===== config.mk =====
export PLATFORM = sky130hd
export DESIGN_NAME = button_event_decoder_flat
export DESIGN_NICKNAME = d
export VERILOG_FILES = /design/src/rtl/button_event_decoder_if.sv /design/src/rtl/button_event_decoder.sv /design/src/flat_wrapper.sv
export SDC_FILE = /design/constraint.sdc
export NUM_CORES = 1
export LEC_CHECK = 0
export BUFFER_PORTS_ARGS = -buffer_cell sky130_fd_sc_hd__buf_2
export CORE_MARGIN = 2
export CORE_UTILIZATION = 35
export DETAILED_ROUTE_END_ITERATION = 10
export PLACE_DENSITY = 0.54
export SLEW_MARGIN = 20
export SYNTH_ARGS = -nofsm -noshare
export SYNTH_HDL_FRONTEND = slang
export SYNTH_SLANG_ARGS = --single-unit

===== constraint.sdc =====
create_clock -name clk -period 2.5 [get_ports clk]
set_input_delay 0.125 -clock clk [delete_from_list [all_inputs] [get_ports clk]]
set_output_delay 0.125 -clock clk [all_outputs]
set_load 0.03 [all_outputs]

===== src/rtl/button_event_decoder_if.sv =====
// Button event bus: the debounced button level going in and the gesture
// event pulses coming out.
//   master : the side that drives btn and consumes events (testbench / upstream)
//   slave  : the decoder itself
interface button_event_decoder_if;
  logic btn;        // debounced level, 1 = pressed
  logic press_p;    // pulse on every 0->1 of btn
  logic release_p;  // pulse on every 1->0 of btn
  logic click_p;    // single short click confirmed
  logic dclick_p;   // double-click detected
  logic long_p;     // hold reached LONG_TICKS
  logic repeat_p;   // auto-repeat tick during long hold
  logic held;       // level, high while in long-hold

  modport master (
    output btn,
    input  press_p, release_p, click_p, dclick_p, long_p, repeat_p, held
  );

  modport slave (
    input  btn,
    output press_p, release_p, click_p, dclick_p, long_p, repeat_p, held
  );
endinterface


===== src/rtl/button_event_decoder.sv =====
// Turns a clean, debounced button level into one-cycle gesture pulses:
// press, release, click, double-click, long-press and auto-repeat.
// Ports:
//   clk  system clock
//   rst  synchronous, active-high reset
//   bus  button_event_decoder_if.slave: btn in; press_p, release_p, click_p,
//        dclick_p, long_p, repeat_p, held out (all registered)
// A pulse caused by what is sampled at edge k is high in the cycle after k.
module button_event_decoder #(
  parameter int CNT_W        = 16,
  parameter int LONG_TICKS   = 1000,
  parameter int DBL_TICKS    = 250,
  parameter int REPEAT_TICKS = 100
) (
  input logic                  clk,
  input logic                  rst,
  button_event_decoder_if.slave bus
);

  // Terminal counts; the counter starts at 0 on the edge after a state
  // change, so expiry on cnt == TICKS-1 lands exactly TICKS edges later.
  localparam logic [CNT_W-1:0] LONG_LAST = CNT_W'(LONG_TICKS - 1);
  localparam logic [CNT_W-1:0] DBL_LAST  = CNT_W'(DBL_TICKS - 1);
  localparam logic [CNT_W-1:0] REP_LAST  = CNT_W'(REPEAT_TICKS - 1);

  typedef enum logic [2:0] {IDLE, PRESS1, GAP, WAIT_REL, LONG} state_t;

  state_t           state;
  logic [CNT_W-1:0] cnt;
  logic             btn_q;
  logic             rise, fall;

  assign rise = bus.btn & ~btn_q;
  assign fall = ~bus.btn & btn_q;

  always_ff @(posedge clk) begin
    if (rst) begin
      state         <= IDLE;
      cnt           <= '0;
      btn_q         <= 1'b0;
      bus.press_p   <= 1'b0;
      bus.release_p <= 1'b0;
      bus.click_p   <= 1'b0;
      bus.dclick_p  <= 1'b0;
      bus.long_p    <= 1'b0;
      bus.repeat_p  <= 1'b0;
      bus.held      <= 1'b0;
    end else begin
      btn_q         <= bus.btn;
      bus.press_p   <= rise;
      bus.release_p <= fall;
      bus.click_p   <= 1'b0;
      bus.dclick_p  <= 1'b0;
      bus.long_p    <= 1'b0;
      bus.repeat_p  <= 1'b0;

      // Button edges are tested before timer expiry in every state, so an
      // edge always wins over a coincident timeout.
      case (state)
        IDLE: begin
          if (rise) begin
            state <= PRESS1;
            cnt   <= '0;
          end
        end
        PRESS1: begin
          if (fall) begin
            state <= GAP;
            cnt   <= '0;
          end else if (cnt == LONG_LAST) begin
            state      <= LONG;
            cnt        <= '0;
            bus.long_p <= 1'b1;
            bus.held   <= 1'b1;
          end else begin
            cnt <= cnt + CNT_W'(1);
          end
        end
        GAP: begin
          if (rise) begin
            state        <= WAIT_REL;
            cnt          <= '0;
            bus.dclick_p <= 1'b1;
          end else if (cnt == DBL_LAST) begin
            state       <= IDLE;
            cnt         <= '0;
            bus.click_p <= 1'b1;
          end else begin
            cnt <= cnt + CNT_W'(1);
          end
        end
        WAIT_REL: begin
          // Second press of a double-click: just wait it out, no timing.
          if (fall) begin
            state <= IDLE;
            cnt   <= '0;
          end
        end
        LONG: begin
          if (fall) begin
            state    <= IDLE;
            cnt      <= '0;
            bus.held <= 1'b0;
          end else if (cnt == REP_LAST) begin
            cnt          <= '0;
            bus.repeat_p <= 1'b1;
          end else begin
            cnt <= cnt + CNT_W'(1);
          end
        end
        default: begin
          state    <= IDLE;
          cnt      <= '0;
          bus.held <= 1'b0;
        end
      endcase
    end
  end

endmodule


===== src/flat_wrapper.sv =====
// flat-port wrapper written by rule: the top's interface ports become plain ports
module button_event_decoder_flat 
#(
  parameter int CNT_W        = 16,
  parameter int LONG_TICKS   = 1000,
  parameter int DBL_TICKS    = 250,
  parameter int REPEAT_TICKS = 100
)
  (clk, rst, bus_btn, bus_press_p, bus_release_p, bus_click_p, bus_dclick_p, bus_long_p, bus_repeat_p, bus_held);
  button_event_decoder_if bus_i ();
  input logic clk;
  input logic rst;
  input wire logic [$bits(bus_i.btn)-1:0] bus_btn;
  output wire logic [$bits(bus_i.press_p)-1:0] bus_press_p;
  output wire logic [$bits(bus_i.release_p)-1:0] bus_release_p;
  output wire logic [$bits(bus_i.click_p)-1:0] bus_click_p;
  output wire logic [$bits(bus_i.dclick_p)-1:0] bus_dclick_p;
  output wire logic [$bits(bus_i.long_p)-1:0] bus_long_p;
  output wire logic [$bits(bus_i.repeat_p)-1:0] bus_repeat_p;
  output wire logic [$bits(bus_i.held)-1:0] bus_held;
  assign bus_i.btn = bus_btn;
  assign bus_press_p = bus_i.press_p;
  assign bus_release_p = bus_i.release_p;
  assign bus_click_p = bus_i.click_p;
  assign bus_dclick_p = bus_i.dclick_p;
  assign bus_long_p = bus_i.long_p;
  assign bus_repeat_p = bus_i.repeat_p;
  assign bus_held = bus_i.held;
  button_event_decoder #(.CNT_W(CNT_W), .LONG_TICKS(LONG_TICKS), .DBL_TICKS(DBL_TICKS), .REPEAT_TICKS(REPEAT_TICKS)) u_core (.clk(clk), .rst(rst), .bus(bus_i));
endmodule

* After elaboration in Yosys (flattened, before gate mapping)
Cells that the tools add are included.
** Operators by class
- Reduce and logical (&&, ||, !) cells :: 10
- Add/sub/neg operators :: 1
- Shift-type cells :: 0
- Bitwise operators :: 8
- Multiply operators :: 0
- Div/mod/pow operators :: 0
- Equality and inequality tests :: 15
- Order comparisons :: 0
- Muxes and demuxes :: 24
** Operator list (count)
- 16-bit 2-to-1 mux :: 8
- 16-bit case mux with 5 select lines :: 1
- 3-bit 2-to-1 mux :: 6
- 16-bit by 1-bit adder with 16-bit output (second input constant) :: 1
- 16-bit by 10-bit equality test with 1-bit output (second input constant) :: 1
- 16-bit by 7-bit equality test with 1-bit output (second input constant) :: 1
- 16-bit by 8-bit equality test with 1-bit output (second input constant) :: 1
- 3-bit case mux with 4 select lines :: 1
- 3-bit OR reduction :: 4
- 2-bit by 1-bit != test with 1-bit output (second input constant) :: 5
- 4-bit AND reduction :: 2
- 1-bit 2-to-1 mux :: 7
- 3-bit by 2-bit equality test with 1-bit output (second input constant) :: 2
- 3-bit by 1-bit != test with 1-bit output (second input constant) :: 2
- 1-bit inverter :: 6
- 2-bit OR reduction :: 2
- 3-bit by 1-bit equality test with 1-bit output (second input constant) :: 1
- 3-bit equality test (second input constant) :: 1
- 3-bit zero test :: 1
- 1-bit case mux with 3 select lines :: 1
- 1-bit bitwise AND :: 2
- 2-bit != test (second input constant) :: 1
- 2-bit AND reduction :: 1
** Storage, ports and cells
- Memories :: 0
- Output and inout bits :: 7
- Input bits :: 3
- Flip-flop bits (word level) :: 27
- Bits in latches :: 0
- Logic and storage cells :: 68
- ROM bits :: 0
- Memory bits (writable) :: 0

* Depth between registers and ports, before layout
- Depth after elaboration :: 4
- Gate-level depth with buffers :: 8
- Mapped depth without buffers :: 7

* Worst setup path before layout
OpenSTA, ideal clock, no wires.
- Path kind :: register to register
- Start point :: register u_core.cnt[15]
- End point :: register u_core.cnt[6]
- Cell stages (with the launch flop) :: 7
- Slack :: 0.200 ns
- Path buffers :: 1
- Required time :: 2.385 ns
- Library setup time :: 0.115 ns
- Clock period less this slack :: 2.300 ns
- Arrival :: 2.185 ns
- Cell sequence :: dfxtp_1 > or4_4 > or4_4 > o2bb2ai_2 > o311ai_4 > buf_6 > nor2_2
** On the way
- Cells in the longest elaborated chain, start to end :: 4
- Elaborated cells between the ends (all ways) :: 10
- Those cells by class :: 3 x eq/ne; 7 x mux
** Ends and longest elaborated chain
- from (decl) :: RTL line button_event_decoder.sv:29 : logic [CNT_W-1:0] cnt;
- from (signal assigned) :: RTL line button_event_decoder.sv:76 : cnt <= cnt + CNT_W'(1);
- from (signal assigned) :: RTL line button_event_decoder.sv:89 : cnt <= cnt + CNT_W'(1);
- from (signal assigned) :: RTL line button_event_decoder.sv:108 : cnt <= cnt + CNT_W'(1);
- 16-bit by 7-bit equality test with 1-bit output (tied with other cells) :: RTL line button_event_decoder.sv:104 : end else if (cnt == REP_LAST) begin
- 16-bit 2-to-1 mux, on equally long branches :: RTL line button_event_decoder.sv:104, button_event_decoder.sv:84, button_event_decoder.sv:70
- 16-bit 2-to-1 mux, on equally long branches :: RTL line button_event_decoder.sv:100, button_event_decoder.sv:80, button_event_decoder.sv:67
- 16-bit case mux with 5 select lines (*) :: RTL line button_event_decoder.sv:59 : case (state)
Every way passes the cells marked *; elsewhere a longest branch is shown, timed or not.
A chain may end at the register's enable or synchronous reset.

* Worst setup path after layout
- Start point :: register u_core.cnt[10]
- End point :: register u_core.cnt[1]
Same word-level chain as after synthesis.

==> results.yml <==
status:
  status: "finished clean"
floorplanning:
  fp.dieH_um: 66.8
  core_sq_mm: 0.00372
  core.rowCount: 22
  initial_core_util: 0.371
  die-area_sq_mm: 0.00446
  die_w_um: 66.8
  ioPinCount: 10
power_and_ir_drop:
  ir_worst_vdd_uv: 254
  finalPower_uw: 941
  p_leak_uw: 0.000555
  power_density_mw_per_mm2: 610
synth:
  avgSynthCellArea_sq_um: 9.26
  ys_top_cells_by_area: "dfxtp_1 (39%), xor2_1 (8.9%), o211ai_1 (4.9%)"
  synth-edff-count: 0
  netlist_area_sq_mm: 0.00138
  ys_seq_area_frac: 0.392
  synth_top_cell_by_area: "dfxtp_1"
  synth-seq-cells: 27
  synth_cell_types: 37
  synthCells: 149
  yosysTopAreaCellShare: 0.392
  synth_warnings: 0
  async_flop_share: 0
  synthFlopType: "dfxtp_1"
  synthesis.nets: 154
sta:
  tightest_slew_ns: 0.536
  period_minus_slack_ns: 2.35
  tns_ns: 0
  final-setup-viol-count: 0
  rsz0062_at_grt: "false"
  finalClockSkew_ns: 0.00477
  max-slew-margin-rel: 0.641
  clock.fmax_ghz: 0.426
  drv_slew: 0
  finalHoldViolCount: 0
  fin_crit_sh: 0.940
worst_hold_path:
  hold_path_end: "u_core.btn_q$_SDFF_PP0_"
  min-delay-start: "bus_btn"
  hold_depth: 2
  hp-class: "primary input to register"
placement:
  hpwl_um: 2040
  gp_congestion: 0.780
  io_buffers: 9
finish:
  final_common_cell: "dfxtp_1"
  mostFrequentLayoutCells: "dfxtp_1 (27), xor2_1 (14), nor2_1 (10), nor2_2 (10)"
  syn2layout_area_growth_pct: 11.8
  utilization: 0.415
  diodes: 0
  final_nets: 165
  drive_gt1_frac: 0.208
worst_setup_path:
  critPathTopFamily: "simple AND/OR/NAND/NOR gates"
  critPathMaxFanout: 15
  timing.rr.end: "u_core.cnt[1]$_SDFFE_PP0P_"
  critPathMaxStageDelay_ns: 0.56
  cp.required_ns: 2.64
  crit_path_start_kind: "register"
  r2r_slack_ns: 0.15
  r2r_start: "u_core.cnt[10]$_SDFFE_PP0P_"
  crit_path_top_delay_cell: "or4_4"
  critPathKind: "register to register"
  crit_buf_inv: 1
  arrival_ns: 2.49
  end_kind: "register"
  rr_worst_depth: 6
  worstPathCellList: "or4_4, or4_4, o2bb2ai_2, o311ai_4, buf_12, a211oi_1"
  cp_common_cell: "or4_4"
clock_network:
  cts_setup_buffers: 0
  cts_buffers: 3
  cts_resized: 0
  h-tree-depth: 1
  clock_latency_ns: 0.27
  clockBufferDepth: 2
  cts-root-buf: "clkbuf_8"
  cts_tree: "done"
  hold_buffers: 0
  clkSinkCount: 27
  clkSlewWorstSetupHoldPaths_ns: 0.09
global_routing:
  grt_use_total: 0.141
  antenna_found_initial: 0
  grt_overflow: 0
  grt_pass1_wl_um: 4890
  grt_max_degree: 16
  grt_pass1_vias: 1061
route:
  wl_um: 2890
  ant_nets: 0
  remaining_drc_errors: 0
  first_pass_iters: 4
  drt-vias-per-instance: 5.42
  first_iter_violations: 81
  wl_per_cell_um: 13.9
  num_vias: 1122
flow_run:
  drv_cap: 0
## cells in the mapped netlist, types with 3 or more instances
cell type,number
clkbuf_1,7
o2111ai_1,4
nor3_1,3
xor2_1,14
nor2b_1,5
nand2_1,4
o21ai_0,7
nor2_2,10
or3_1,3
dfxtp_1,27
nand4_1,3
nor4_1,4
and3_1,6
o211ai_1,9
nand2b_1,5
nor2_1,10
a21oi_1,4
## how the worst max path moves through the flow
stage,start,to,cells past startpoint
floorplan,u_core.cnt[15]$_SDFFE_PP0P_,u_core.cnt[6]$_SDFFE_PP0P_,6
global placement,u_core.cnt[10]$_SDFFE_PP0P_,u_core.cnt[1]$_SDFFE_PP0P_,6
detailed placement,u_core.cnt[10]$_SDFFE_PP0P_,u_core.cnt[1]$_SDFFE_PP0P_,6
CTS,u_core.cnt[10]$_SDFFE_PP0P_,u_core.cnt[1]$_SDFFE_PP0P_,6
global route,u_core.cnt[10]$_SDFFE_PP0P_,u_core.cnt[1]$_SDFFE_PP0P_,6
finish,u_core.cnt[10]$_SDFFE_PP0P_,u_core.cnt[1]$_SDFFE_PP0P_,6
## flip-flops by register name, summed over array words and instances (netlist names)
register	cells
u_core.bus.release_p	1
u_core.state	3
u_core.btn_q	1
u_core.bus.click_p	1
u_core.bus.repeat_p	1
u_core.bus.dclick_p	1
u_core.bus.press_p	1
u_core.bus.held	1
u_core.cnt	16
u_core.bus.long_p	1
## metal layers
metal  vias up  global-route usage  wire length (um)
met5         -                   0                 0
met3         2              0.0220               105
met1       526               0.199              1520
met2        24               0.223              1240
met4         0              0.0408                23
li1        570                   -                 -
## kinds of logic (layout without fill, tap and decap cells)
logic type      count (synthesis)  after routing  share of synthesized area
compound gates                 33             33                      0.188
xor+xnor                       14             14                     0.0889
fa+ha+maj                       2              2                     0.0181
buf+inv                        10             20                     0.0326
flops                          27             27                      0.392
simple gates                   63             63                      0.281
## cell type report
type	count	area [sq um]
fillers	386	2170
flip-flops and latches	27	541
clock buffers	4	45.0
inverters	2	7.51
multi-input cells	112	795
repair buffers	14	95.1
well taps	48	60.1
## power breakdown
part	switching [uW]	internal (uW)
clock	134	114
sequential	24.7	446
combinational	140	83.0
## per-stage QoR
stage,worst slack (ns),instance area [sq um],cells,hold WS (ns)
5_1_grt,0.0835,1540,207,0.141
6_report,0.151,1540,207,0.117
2_1_floorplan,0.200,1380,149,0.253
3_5_place_dp,0.159,1500,203,0.395
4_1_cts,0.147,1540,207,0.115
3_3_place_gp,0.205,1500,203,0.386
Power figures use the tool's default switching activity.
